`src/rtl/logic_unit_seq.sv`:
```
// logic_unit_seq: multi-cycle bitwise logic unit, LANE bits per cycle, LSB chunk first.
// Optional ones_cnt output under LOGIC_UNIT_ONES_COUNT_EN.
//
// Ports:
//   clk, reset            rising-edge clock, synchronous active-high reset
//   in_valid / in_ready   operand handshake (in_ready high only when idle)
//   a, b, opcode          operands and op (AND OR XOR XNOR NAND NOR NOTA PASSA)
//   out_valid / out_ready result handshake (out_valid high only when done)
//   result, zero, eq      registered result, result==0, a==b
//   ones_cnt              popcount of result (only with LOGIC_UNIT_ONES_COUNT_EN)
module logic_unit_seq #(
  parameter int WIDTH = 8,
  parameter int LANE  = 2
) (
`ifdef LOGIC_UNIT_ONES_COUNT_EN
  output logic [$clog2(WIDTH+1)-1:0] ones_cnt,
`endif
  input  logic             clk,
  input  logic             reset,
  input  logic             in_valid,
  output logic             in_ready,
  input  logic [WIDTH-1:0] a,
  input  logic [WIDTH-1:0] b,
  input  logic [2:0]       opcode,
  output logic             out_valid,
  input  logic             out_ready,
  output logic [WIDTH-1:0] result,
  output logic             zero,
  output logic             eq
);

  localparam int NCHUNK = WIDTH / LANE;
  localparam int CW = (NCHUNK > 1) ? $clog2(NCHUNK) : 1;
  localparam int OW = $clog2(WIDTH + 1);
  localparam logic [CW-1:0] LAST = CW'(NCHUNK - 1);

  generate
    if (WIDTH % LANE != 0) begin : g_bad_lane
      $error("logic_unit_seq: WIDTH must be a multiple of LANE");
    end
  endgenerate

  typedef enum logic [1:0] {
    S_IDLE,
    S_BUSY,
    S_DONE
  } state_t;

  state_t state;

  logic [NCHUNK-1:0][LANE-1:0] a_r;
  logic [NCHUNK-1:0][LANE-1:0] b_r;
  logic [NCHUNK-1:0][LANE-1:0] res_r;
  logic [2:0]                  op_r;
  logic [CW-1:0]               cnt;
  logic                        eq_acc;
  logic                        zero_acc;
  logic [OW-1:0]               ones_r;

  logic [LANE-1:0] sl;
  logic            sl_eq;
  logic            sl_zero;
  logic [OW-1:0]   sl_pop;

  function automatic logic [LANE-1:0] op_f(
    input logic [2:0]      op,
    input logic [LANE-1:0] x,
    input logic [LANE-1:0] y
  );
    logic [LANE-1:0] r;
    unique case (op)
      3'b000:  r = x & y;
      3'b001:  r = x | y;
      3'b010:  r = x ^ y;
      3'b011:  r = ~(x ^ y);
      3'b100:  r = ~(x & y);
      3'b101:  r = ~(x | y);
      3'b110:  r = ~x;
      default: r = x;
    endcase
    return r;
  endfunction

  function automatic logic [OW-1:0] pop_f(input logic [LANE-1:0] x);
    logic [OW-1:0] p;
    p = '0;
    for (int i = 0; i < LANE; i++) p = p + OW'(x[i]);
    return p;
  endfunction

  always_comb begin
    sl      = op_f(op_r, a_r[cnt], b_r[cnt]);
    sl_eq   = &(a_r[cnt] ~^ b_r[cnt]);
    sl_zero = ~|sl;
    sl_pop  = pop_f(sl);
  end

  always_ff @(posedge clk) begin
    if (reset) begin
      state     <= S_IDLE;
      cnt       <= '0;
      a_r       <= '0;
      b_r       <= '0;
      op_r      <= '0;
      res_r     <= '0;
      eq_acc    <= 1'b0;
      zero_acc  <= 1'b0;
      ones_r    <= '0;
      zero      <= 1'b0;
      eq        <= 1'b0;
      in_ready  <= 1'b1;
      out_valid <= 1'b0;
    end else begin
      unique case (state)
        S_IDLE: begin
          if (in_valid) begin
            a_r      <= a;
            b_r      <= b;
            op_r     <= opcode;
            res_r    <= '0;
            eq_acc   <= 1'b1;
            zero_acc <= 1'b1;
            ones_r   <= '0;
            cnt      <= '0;
            in_ready <= 1'b0;
            state    <= S_BUSY;
          end
        end
        S_BUSY: begin
          res_r[cnt] <= sl;
          eq_acc     <= eq_acc & sl_eq;
          zero_acc   <= zero_acc & sl_zero;
          ones_r     <= ones_r + sl_pop;
          if (cnt == LAST) begin
            zero      <= zero_acc & sl_zero;
            eq        <= eq_acc & sl_eq;
            out_valid <= 1'b1;
            state     <= S_DONE;
          end else begin
            cnt <= cnt + 1'b1;
          end
        end
        S_DONE: begin
          if (out_ready) begin
            out_valid <= 1'b0;
            in_ready  <= 1'b1;
            state     <= S_IDLE;
          end
        end
        default: state <= S_IDLE;
      endcase
    end
  end

  assign result = res_r;

`ifdef LOGIC_UNIT_ONES_COUNT_EN
  assign ones_cnt = ones_r;
`else
  logic unused_ones;
  assign unused_ones = ^ones_r;
`endif

endmodule

```
`config.mk`:
```
export PLATFORM = sky130hd
export DESIGN_NAME = logic_unit_seq
export DESIGN_NICKNAME = d
export VERILOG_FILES = /design/src/rtl/logic_unit_seq.sv
export SDC_FILE = /design/constraint.sdc
export NUM_CORES = 1
export LEC_CHECK = 0
export BUFFER_PORTS_ARGS = -buffer_cell sky130_fd_sc_hd__buf_2
export CELL_PAD_IN_SITES_DETAIL_PLACEMENT = 1
export CELL_PAD_IN_SITES_GLOBAL_PLACEMENT = 2
export CORE_MARGIN = 1.5
export CORE_UTILIZATION = 36
export CTS_BUF_LIST = sky130_fd_sc_hd__clkbuf_8
export CTS_CLUSTER_DIAMETER = 80
export CTS_CLUSTER_SIZE = 10
export DETAILED_ROUTE_END_ITERATION = 8
export PLACE_DENSITY = 0.85
export SLEW_MARGIN = 20
export SYNTH_ARGS = -nofsm -noshare
export SYNTH_HDL_FRONTEND = slang
export SYNTH_SLANG_ARGS = --single-unit
export TNS_END_PERCENT = 30
```
`constraint.sdc`:
```
create_clock -name clk -period 4.1 [get_ports clk]
set_input_delay 0.615 -clock clk [delete_from_list [all_inputs] [get_ports clk]]
set_output_delay 0.615 -clock clk [all_outputs]
set_load 0.02 [all_outputs]
```
# --- Word-level counts from Yosys, hierarchy flattened ---
# Index checks and enable logic that the tools add are counted.
totals:
  register_bits: 37
  input_bits: 23
  out_inout_bits: 12
  elab_cells: 89
classes:
  addsub: 1
  magnitude_cmp: 2
  n_eq_ne: 13
  n_mux: 26
  bitwise_logic: 10
  n_reduce_logical: 16
ops:
  columns: ["operator", "n"]
  rows:
  - ["$mux 2", 8]
  - ["$pmux 8 s2", 1]
  - ["$pmux 2 s7", 1]
  - ["$reduce_and 3->1", 4]
  - ["$eq 3x3->1 const B", 3]
  - ["$bmux 2 s2", 2]
  - ["$bwmux 8", 1]
  - ["$mux 8", 1]
  - ["$ne 2x2->1 const B", 4]
  - ["$not 2->2", 4]
  - ["$pmux 1 s2", 4]
  - ["$reduce_and 2->1", 4]
  - ["$eq 3x2->1 const B", 2]
  - ["$pmux 2 s3", 1]
  - ["$reduce_bool 2->1", 3]
  - ["$mux 1", 5]
  - ["$demux 2 s2", 1]
  - ["$eq 2x2->1 const B", 2]
  - ["$pmux 2 s2", 1]
  - ["$eq 3x1->1 const B", 1]
  - ["$logic_not 3->1", 1]
  - ["$lt 2x3->1 const B", 1]
  - ["$add 2x1->2 const B", 1]
  - ["$and 1x1->1", 2]
  - ["10 further kinds", 10]

# --- Depth between registers and ports, before layout ---
# Gate-level depths: netlist of the first run.
depth:
  depth_word: 9
  ltp_mapped: 11
  mapped_depth_nobuf: 10

# --- Worst setup path before layout of the first run ---
# Ideal clock, no wire load.
synth_timing:
  kind: "flip-flop to flip-flop"
  startpoint: "reg cnt[1]"
  endpoint: "reg zero_acc"
  t_arrival_ns: 2.400
  required_ns: 3.981
  setup_slack_ns: 1.581
  stages_incl_launch_ff: 9
  cell_sequence: "dfxtp_1 buf_6 mux4_1 ha_1 and2_1 a2111o_1 a31oi_1 a211oi_2 o221a_2"
synth_via:
  elab_chain_len: 9
  elab_cells_between_ends: 16
  classes_between: "mux (6); bitwise (8); reduce/logical (2)"
synth_lines:
  columns: ["element", "line", "source"]
  rows:
  - ["start: declaration", "55", "logic [CW-1:0] cnt;"]
  - ["start signal: assignment", "140", "cnt <= cnt + 1'b1;"]
  - ["$bmux 2 s2", "92", "sl = op_f(op_r, a_r[cnt], b_r[cnt]);"]
  - ["$mux 2 (implied by the code)", "92", null]
  - ["$or 2x2->2, or another cell as far along", "73, 77", null]
  - ["$not 2->2 (on tied branches)", "77, 75, 76", null]
  - ["$pmux 2 s7 (*)", "71", "unique case (op)"]
  - ["$reduce_or 2->1 (*)", "94", "sl_zero = ~|sl;"]
  - ["$logic_not 1->1 (*)", "94", null]
  - ["$and 1x1->1 (*)", "132", "zero_acc <= zero_acc & sl_zero;"]
  - ["$pmux 1 s2 (*)", "114", "unique case (state)"]
  - ["end signal: assignment", "132", null]
  - ["end: declaration", "57", "logic zero_acc;"]
# Mark *: on every way between the ends. The rest lies on a longest branch, timed or not. The select of a mux whose other input is x is not followed.
# A chain may end at the register's enable or synchronous reset.

# --- Worst setup path in the final report of the first run ---
# Ends and elaborated chain as after synthesis.

==> results.yml, run 1 <==
layout:
  multi_input_area_um2: 945
  area.sequential_um2: 741
  n_antenna_cell: 0
  stdcell_count: 312
  syn2layout_area_growth_pct: 19.0
  final_nets: 275
  drive_above_1_share: 0.204
  n_fill_cell: 599
logic_synthesis:
  synth_edf_count: 0
  synth_seq_area_share: 0.415
  synth.area.top_cells: "dfxtp_1, nand2_1, a21oi_1, ha_1, mux4_1"
  synth_top_area_cell: "dfxtp_1"
  async_flop_share: 0
  synth_ff_type: "dfxtp_1"
  syn_inst: 214
  synth_compound_area_frac: 0.183
  synth_cell_types: 37
  ys_ff_latch: 37
  synth_top_family_by_area: "simple AND/OR/NAND/NOR gates"
  synth-simple-area-share: 0.218
  syn_area_per_cell_um2: 8.33
  synth_adder_area_share: 0.0561
  netlist_area_mm2: 0.00178
  synth_fp_nets: 245
  yosysWarnings: 0
  synthMuxAreaShare: 0.0582
  synthXorXnorAreaFrac: 0.0147
  synth_top_cell_area_share: 0.415
sta:
  slew_headroom: 0.552
  timing.final.crit_period_ps: 2860
  rsz0062_at_grt: "false"
  worst_pin_slew_ps: 667
  tns_ps: 0
  max_freq_mhz: 349
  skew_ps: 7.28
  hold_viol: 0
  drv_slew: 0
  min_period_over_period: 0.699
  setup_violations: 0
run:
  cap_viol_max_count: 0
status:
  run_status: "complete, no violations"
global_routing:
  grt_remaining_overflow: 0
  grt_pass1_vias: 1553
  antenna_found_initial: 0
  track_usage: 0.168
  grt_pass1_wl_mm: 7.00
  grt_max_degree: 37
cts:
  cts_made_buffers: 5
  cts_max_level: 2
  cts_buffer_depth: 2
  cts_resized: 0
  ctsHoldBuffers: 0
  clkLatencyLatePin_ps: 290
  cts_root_buffer: "clkbuf_8"
  cts_sinks: 37
  cts_tree: "done"
  clk_pin_slew_ps: 80
  post_cts_buffers: 0
detailed_routing:
  drc: 0
  drtIter0Drc: 77
  via_count: 1583
  vias_per_cell: 5.07
  ant_nets: 0
  totalWireLength_mm: 4.12
  drtPass1Iterations: 4
  wl_per_cell_um: 13.2
power_and_ir_drop:
  powerDensity_mw_per_mm2: 417
  leakagePower_nw: 0.884
  ir_drop_uv: 197
floorplanning:
  row_count: 25
  core_area_mm2: 0.00475
  fp.dieH_um: 73.4
  io_pins: 35
  initial_utilization: 0.375
  die_area_mm2: 0.00538
  die_x_um: 73.4
place:
  dp_cells: 304
  gp_congestion: 0.729
  dp_hpwl_mm: 2.84
  portBuffers: 34
worst_setup_path:
  cp-end-kind: "register"
  reg2reg_depth: 7
  path_class: "reg2reg"
  start_kind: "register"
  worstPathRequired_ps: 4290
  cp_data_arrival_time_ps: 3050
  path_max_fanout: 11
hold_path:
  hold_path_class: "reg2reg"
  min_path_cells: 2
-- report_power, final --
| group | internal, mW | switching (mW) | total [mW] | leakage (nW) |
|---|---|---|---|---|
| clock | 0.242 | 0.134 | 0.376 | 0.0681 |
| combinational | 0.0490 | 0.0653 | 0.114 | 0.514 |
| sequential | 0.377 | 0.0171 | 0.394 | 0.303 |
-- layout make-up --
cell class                 count  share of cell area
tap                           67              0.0395
clock buffer                   5              0.0324
inverter                       9              0.0159
clock inverter                 3              0.0307
multi-input combinational    155               0.445
sequential                    37               0.349
timing repair buffer          36              0.0873
-- worst max-delay path, cell delays in order, from the launching register on --
cell      delay, ps
dfxtp_1         550
mux4_1          680
ha_1            250
and2_1          150
a2111o_1        340
a31oi_1         460
a211oi_2         80
o221a_2         250
-- logic make-up after synthesis --
family / after synthesis
AO/OA/AOI/OAI: 54
XOR/XNOR: 3
adder cells (fa/ha/maj): 8
buffers and inverters: 22
flip-flops: 37
multiplexers: 5
AND/OR/NAND/NOR: 85
-- routing by layer --
metal / vias to the layer above / share of wire / global-route usage
li1: 793 / - / -
met1: 756 / 0.49 / 0.214
met2: 26 / 0.46 / 0.274
met3: 8 / 0.038 / 0.0453
met4: 0 / 0.013 / 0.0576
met5: - / 0 / 0
-- synth_stat cells, types with 2 or more instances --
cell type	number
nor3b_1	2
inv_1	9
nand3b_1	2
o211ai_1	3
nand2_1	50
nand4_1	5
nand3_1	4
buf_6	2
nor3_1	3
mux4_1	3
nand2b_1	3
clkbuf_1	10
ha_1	8
o21ai_0	5
dfxtp_1	37
nor2_1	9
a21oi_1	37
xnor2_1	3
-- stage by stage --
| step | util | total power, mW | area, um2 | setup WS [ps] | hold slack (ps) |
|---|---|---|---|---|---|
| after floorplan | - | 0.483 | 1780 | 1580 | 432 |
| after global placement | 0.418 | 0.514 | 1990 | 1370 | 440 |
| after detailed placement | 0.418 | 0.517 | 1990 | 1270 | 446 |
| after CTS | 0.446 | 0.892 | 2120 | 1230 | 457 |
| after global routing | 0.446 | 0.922 | 2120 | 1070 | 477 |
| final | 0.446 | 0.884 | 2120 | 1240 | 453 |
-- state kept, by name, indices dropped and copies added (netlist names), 2 cells and up --
| name | flops |
|---|---|
| a_r | 8 |
| b_r | 8 |
| result | 8 |
| op_r | 3 |
| cnt | 2 |
| state | 2 |
-- cell usage in the layout (no fill, tap or decap), types with 2 or more instances in the layout --
| cell type | instances |
|---|---|
| a21oi_1 | 37 |
| buf_2 | 34 |
| buf_4 | 2 |
| bufinv_16 | 2 |
| clkbuf_8 | 5 |
| dfxtp_1 | 37 |
| ha_1 | 8 |
| inv_1 | 9 |
| mux4_1 | 3 |
| nand2_1 | 50 |
| nand2b_1 | 3 |
| nand3_1 | 4 |
| nand3b_1 | 2 |
| nand4_1 | 5 |
| nor2_1 | 9 |
| nor3_1 | 3 |
| nor3b_1 | 2 |
| o211ai_1 | 3 |
| o21ai_0 | 5 |
| xnor2_1 | 3 |
-- final timing paths --
| kind | startpoint | to | slack, ps |
|---|---|---|---|
| hold reg to reg | result[2] | result[2] | 450 |
| hold / removal | result[2] | result[2] | 450 |
| setup reg to reg | cnt[1] | zero_acc | 1240 |
| setup / recovery | cnt[1] | zero_acc | 1240 |
Power figures use the tool's default switching activity.
==> inputs of run 2 (changes only) <==
CORE_UTILIZATION = 33   (was 36)
PLACE_DENSITY = 0.79   (was 0.85)
clock period = 3 ns   (was 4.1 ns; I/O delays follow)
==> run 2 against run 1 <==
Total power rose by 22%. Cell area barely moved. Register-to-register slack got worse by 830 ps. Critical endpoint unchanged. Non-clock buffer count rose by 4. Final cell count rose by 2.2%. Worst hold slack got worse by 50 ps. Largest cell class unchanged. Sequential cell count did not move.
==> results.yml, run 2 (synthesis results as in run 1) <==
floorplanning:
  fp.dieH_um: 76.5
  die_area_mm2: 0.00585
  row_count: 26
  io_pins: 35
  die_x_um: 76.5
  core_area_mm2: 0.00517
  initial_utilization: 0.345
global_routing:
  grt_pass1_wl_mm: 7.14
  antenna_found_initial: 0
  grt_pass1_vias: 1550
  grt_max_degree: 37
  grt_remaining_overflow: 0
  track_usage: 0.151
cts:
  cts_root_buffer: "clkbuf_8"
  cts_buffer_depth: 2
  ctsHoldBuffers: 0
  clk_pin_slew_ps: 70
  cts_resized: 0
  cts_max_level: 2
  cts_tree: "done"
  clkLatencyLatePin_ps: 280
  cts_sinks: 37
  post_cts_buffers: 0
  cts_made_buffers: 5
power_and_ir_drop:
  leakagePower_nw: 0.891
  ir_drop_uv: 228
  powerDensity_mw_per_mm2: 507
  power_mw: 1.08
sta:
  rsz0062_at_grt: "false"
  min_period_over_period: 0.866
  drv_slew: 0
  hold_viol: 0
  skew_ps: 6.10
  setup_violations: 0
  max_freq_mhz: 385
  timing.final.crit_period_ps: 2600
  tns_ps: 0
  worst_pin_slew_ps: 632
  slew_headroom: 0.578
layout:
  multi_input_area_um2: 945
  area.sequential_um2: 741
  syn2layout_area_growth_pct: 19.1
  final_common_cell: "nand2_1"
  final_nets: 279
  n_antenna_cell: 0
  n_fill_cell: 661
  drive_above_1_share: 0.217
  final_cell_mix: "nand2_1, a21oi_1, dfxtp_1"
worst_setup_path:
  path_max_fanout: 6
  worstPathRequired_ps: 3230
  path_class: "reg2reg"
  cp-end-kind: "register"
  reg2reg_slack_ps: 400
  start_kind: "register"
  cp_data_arrival_time_ps: 2830
status:
  run_status: "complete, no violations"
detailed_routing:
  wl_per_cell_um: 12.6
  drc: 0
  vias_per_cell: 4.88
  drtPass1Iterations: 4
  ant_nets: 0
  drtIter0Drc: 62
  totalWireLength_mm: 4.03
  via_count: 1558
place:
  gp_congestion: 0.740
  portBuffers: 34
  dp_hpwl_mm: 2.96
hold_path:
  hold_path_class: "in2reg"
run:
  cap_viol_max_count: 0
[run 2: changes by cell type in the layout (fill, tap and decap cells not counted)]
cell	change
clkbuf_8	+2
buf_4	+4
bufinv_16	-2
[run 2: worst max-delay path, stage by stage (launching register included)]
cell and delay, ps:
dfxtp_1 480, mux4_1 620, inv_1 80, ha_1 230
and3b_1 180, or4_4 520, a211oi_2 230, o221a_2 210
[run 2: per-layer routing]
layer	routed length, um	track usage	up-vias
met3	152	0.0467	2
met5	0	0	-
li1	-	-	805
met1	2040	0.197	725
met2	1810	0.239	26
met4	27	0.0426	0
[run 2: final timing paths]
path | start | cells past startpoint | end
hold reg to reg | result[1] | 2 | result[1]
setup reg to reg | cnt[0] | 7 | zero_acc
setup / recovery | cnt[0] | 7 | zero_acc
hold / removal | b[6] | 3 | b_r[6]
[run 2: final cells by class]
cell class | count | share of cell area
Clock buffer | 7 | 0.0454
Clock inverter | 1 | 0.00236
Tap cell | 70 | 0.0412
Timing Repair Buffer | 40 | 0.101
Sequential cell | 37 | 0.349
Inverter | 9 | 0.0159
Multi-Input combinational cell | 155 | 0.445
[run 2: where the power goes]
part | internal, mW | switching [mW] | total, mW | leakage (nW)
combinational | 0.0724 | 0.0920 | 0.164 | 0.534
clock | 0.208 | 0.168 | 0.376 | 0.0542
sequential | 0.515 | 0.0209 | 0.536 | 0.303
[run 2: through the flow]
step / cells / util / hold slack, ps / instance area (um2) / setup WS [ps]
finish: 319 / 0.410 / 403 / 2120 / 402
global route: 319 / 0.410 / 406 / 2120 / 291
CTS: 319 / 0.410 / 395 / 2120 / 403
detailed placement: 311 / 0.391 / 445 / 2020 / 404
global placement: 311 / 0.391 / 441 / 2020 / 455
floorplan: 214 / - / 432 / 1780 / 481
==> inputs of run 3 (changes only) <==
ABC_AREA = 1   (was not set)
CORE_UTILIZATION = 32   (was 33)
PLACE_DENSITY = 0.8   (was 0.79)
==> run 3 against run 2 <==
Combinational power up 48%. Wire length up 13%. Critical path depth up 6. Highest routed layer unchanged. Worst hold slack worse by 21 ps. Synthesized cell count up 15%. Utilization down 2.7 points. Fmax up 21%. First-iteration DRC count up 13%. Largest cell class unchanged. Clock power down 15%. Final cell count up 10%. Clock-buffer cell count down 2. Cell area down 1.2%.
==> results.yml, run 3 <==
worst_setup_path:
  slowest_stage: "dfxtp_1"
  startpoint: "cnt[0]"
  critical_path_depth: 13
  path_buf_inv: 3
  start_kind: "register"
  critical_path.top_delay_family: "flip-flops"
  cp_common_cell: "nand2_1"
  worstPathRequired_ps: 3170
  cp_data_arrival_time_ps: 2310
  cp_cell_sequence: "nand2_1, a32oi_1, inv_1, ha_1, inv_1, nand2_1, nand2_1, nor2_1, nand3_1, nand2_2, inv_2, nand2_1, a21oi_2"
  cp-end-kind: "register"
  reg2reg_to: "result[2]"
  slowest_delay_ps: 630
  reg2reg_depth: 13
  path_max_fanout: 12
  r2r-start: "cnt[0]"
  path_class: "reg2reg"
  crit_path_end: "result[2]"
  reg2reg_slack_ps: 860
detailed_routing:
  ant_nets: 0
  totalWireLength_mm: 4.54
  wl_met1_mm: 2.24
  drc: 0
  wl_per_cell_um: 12.9
  vias_per_cell: 4.74
  drtPass1Iterations: 5
  via_count: 1663
  met2_length_mm: 2.11
  top_layer: "met4"
  wl_met3_um: 145
  drtIter0Drc: 70
logic_synthesis:
  synth_top_area_cell: "dfxtp_1"
  netlist_area_mm2: 0.00180
  synth_commonest_cells: "nand2_1, nor2_1, dfxtp_1"
  synth.area.top_cells: "dfxtp_1, nand2_1, nor2_1, o21ai_0, ha_1"
  syn_inst: 247
  ys_ff_latch: 37
  synth_fp_nets: 278
  async_flop_share: 0
  synth_edf_count: 0
  syn_area_per_cell_um2: 7.30
  synth_ff_type: "dfxtp_1"
  synth_seq_area_share: 0.411
  yosysWarnings: 0
  synth_cell_types: 27
  synth_top_cell_area_share: 0.411
sta:
  skew_ps: 2.38
  max_freq_mhz: 466
  tns_ps: 0
  drv_slew: 0
  hold_slack_ps: 381
  slew_headroom: 0.513
  rsz0062_at_grt: "false"
  min_period_over_period: 0.715
  worst_pin_slew_ps: 730
  timing.final.crit_period_ps: 2140
  setup_violations: 0
  hold_viol: 0
floorplanning:
  row_count: 27
  initial_utilization: 0.330
  core_area_mm2: 0.00547
  die_x_um: 78.1
  die_area_mm2: 0.00610
  io_pins: 35
  fp.dieH_um: 78.1
cts:
  cts_root_buffer: "clkbuf_8"
  ctsHoldBuffers: 0
  cts_sinks: 37
  cts_resized: 0
  cts_buffer_depth: 2
  cts_made_buffers: 5
  clkLatencyLatePin_ps: 280
  cts_tree: "done"
  post_cts_buffers: 0
  cts_max_level: 2
  clk_pin_slew_ps: 70
place:
  dp_cells: 345
  gp_congestion: 0.744
  dp_hpwl_mm: 3.39
  portBuffers: 34
layout:
  multi_input_area_um2: 921
  area.sequential_um2: 741
  syn2layout_area_growth_pct: 16.2
  drive_above_1_share: 0.240
  n_fill_cell: 749
  stdcell_count: 351
  n_antenna_cell: 0
  final_cell_mix: "nand2_1, nor2_1, dfxtp_1"
  final_nets: 311
global_routing:
  grt_max_degree: 28
  grt_pass1_vias: 1604
  antenna_found_initial: 0
  track_usage: 0.157
  grt_remaining_overflow: 0
  grt_pass1_wl_mm: 7.59
status:
  run_status: "complete, no violations"
power_and_ir_drop:
  ir_drop_uv: 234
  leakagePower_nw: 0.971
  powerDensity_mw_per_mm2: 533
hold_path:
  hold_path_class: "in2reg"
run:
  cap_viol_max_count: 0
==> run 3: cell type report <==
| class | instances | share of cell area |
|---|---|---|
| sequential | 37 | 0.353 |
| timing repair buffer | 35 | 0.0847 |
| multi-input combinational | 178 | 0.439 |
| tap | 72 | 0.0430 |
| clock buffer | 5 | 0.0328 |
| clock inverter | 1 | 0.00239 |
| inverter | 23 | 0.0447 |
==> run 3: how the worst min path moves through the flow <==
stage | start | endpoint | slack [ps] | depth (start not counted)
after floorplan | a_r[2] | a_r[2] | 450 | 2
after global placement | in_ready | in_ready | 440 | 2
after detailed placement | in_ready | in_ready | 450 | 2
after CTS | out_ready | state[1] | 380 | 2
after global routing | out_ready | state[1] | 390 | 2
final | out_ready | state[1] | 380 | 2
==> run 3: where the power goes <==
group | switching [mW] | internal [mW] | total [mW] | leakage (nW)
registers | 0.0300 | 0.525 | 0.555 | 0.304
clock network | 0.166 | 0.153 | 0.319 | 0.0399
logic | 0.156 | 0.0868 | 0.243 | 0.627
==> run 3: per-stage QoR <==
step / utilization / worst slack [ps] / cell area [um2] / total power, mW
5_1_grt: 0.383 / 597 / 2100 / 1.20
4_1_cts: 0.383 / 813 / 2100 / 1.14
3_3_place_gp: 0.370 / 873 / 2020 / 0.808
3_5_place_dp: 0.370 / 823 / 2020 / 0.813
6_report: 0.383 / 856 / 2100 / 1.12
2_1_floorplan: - / 1250 / 1800 / 0.744
==> run 3: kinds of logic (layout without fill, tap and decap cells) <==
| group | Yosys count | in the layout | synth area share |
|---|---|---|---|
| fa+ha+maj | 8 | 8 | 0.0555 |
| simple gates | 125 | 125 | 0.312 |
| flops | 37 | 37 | 0.411 |
| compound gates | 45 | 45 | 0.143 |
| buf+inv | 32 | 64 | 0.0791 |
==> run 3: worst reg2reg max path, stage by stage, from the launching register on <==
cell,delay [ps]
dfxtp_1,630
nand2_1,110
a32oi_1,280
inv_1,70
ha_1,300
inv_1,60
nand2_1,60
nand2_1,40
nor2_1,90
nand3_1,90
nand2_2,110
inv_2,60
nand2_1,80
a21oi_2,50
==> run 3: per-layer routing <==
| layer | track usage | up-vias |
|---|---|---|
| li1 | - | 868 |
| met1 | 0.203 | 763 |
| met2 | 0.262 | 25 |
| met3 | 0.0337 | 7 |
| met4 | 0.0482 | 0 |
| met5 | 0 | - |
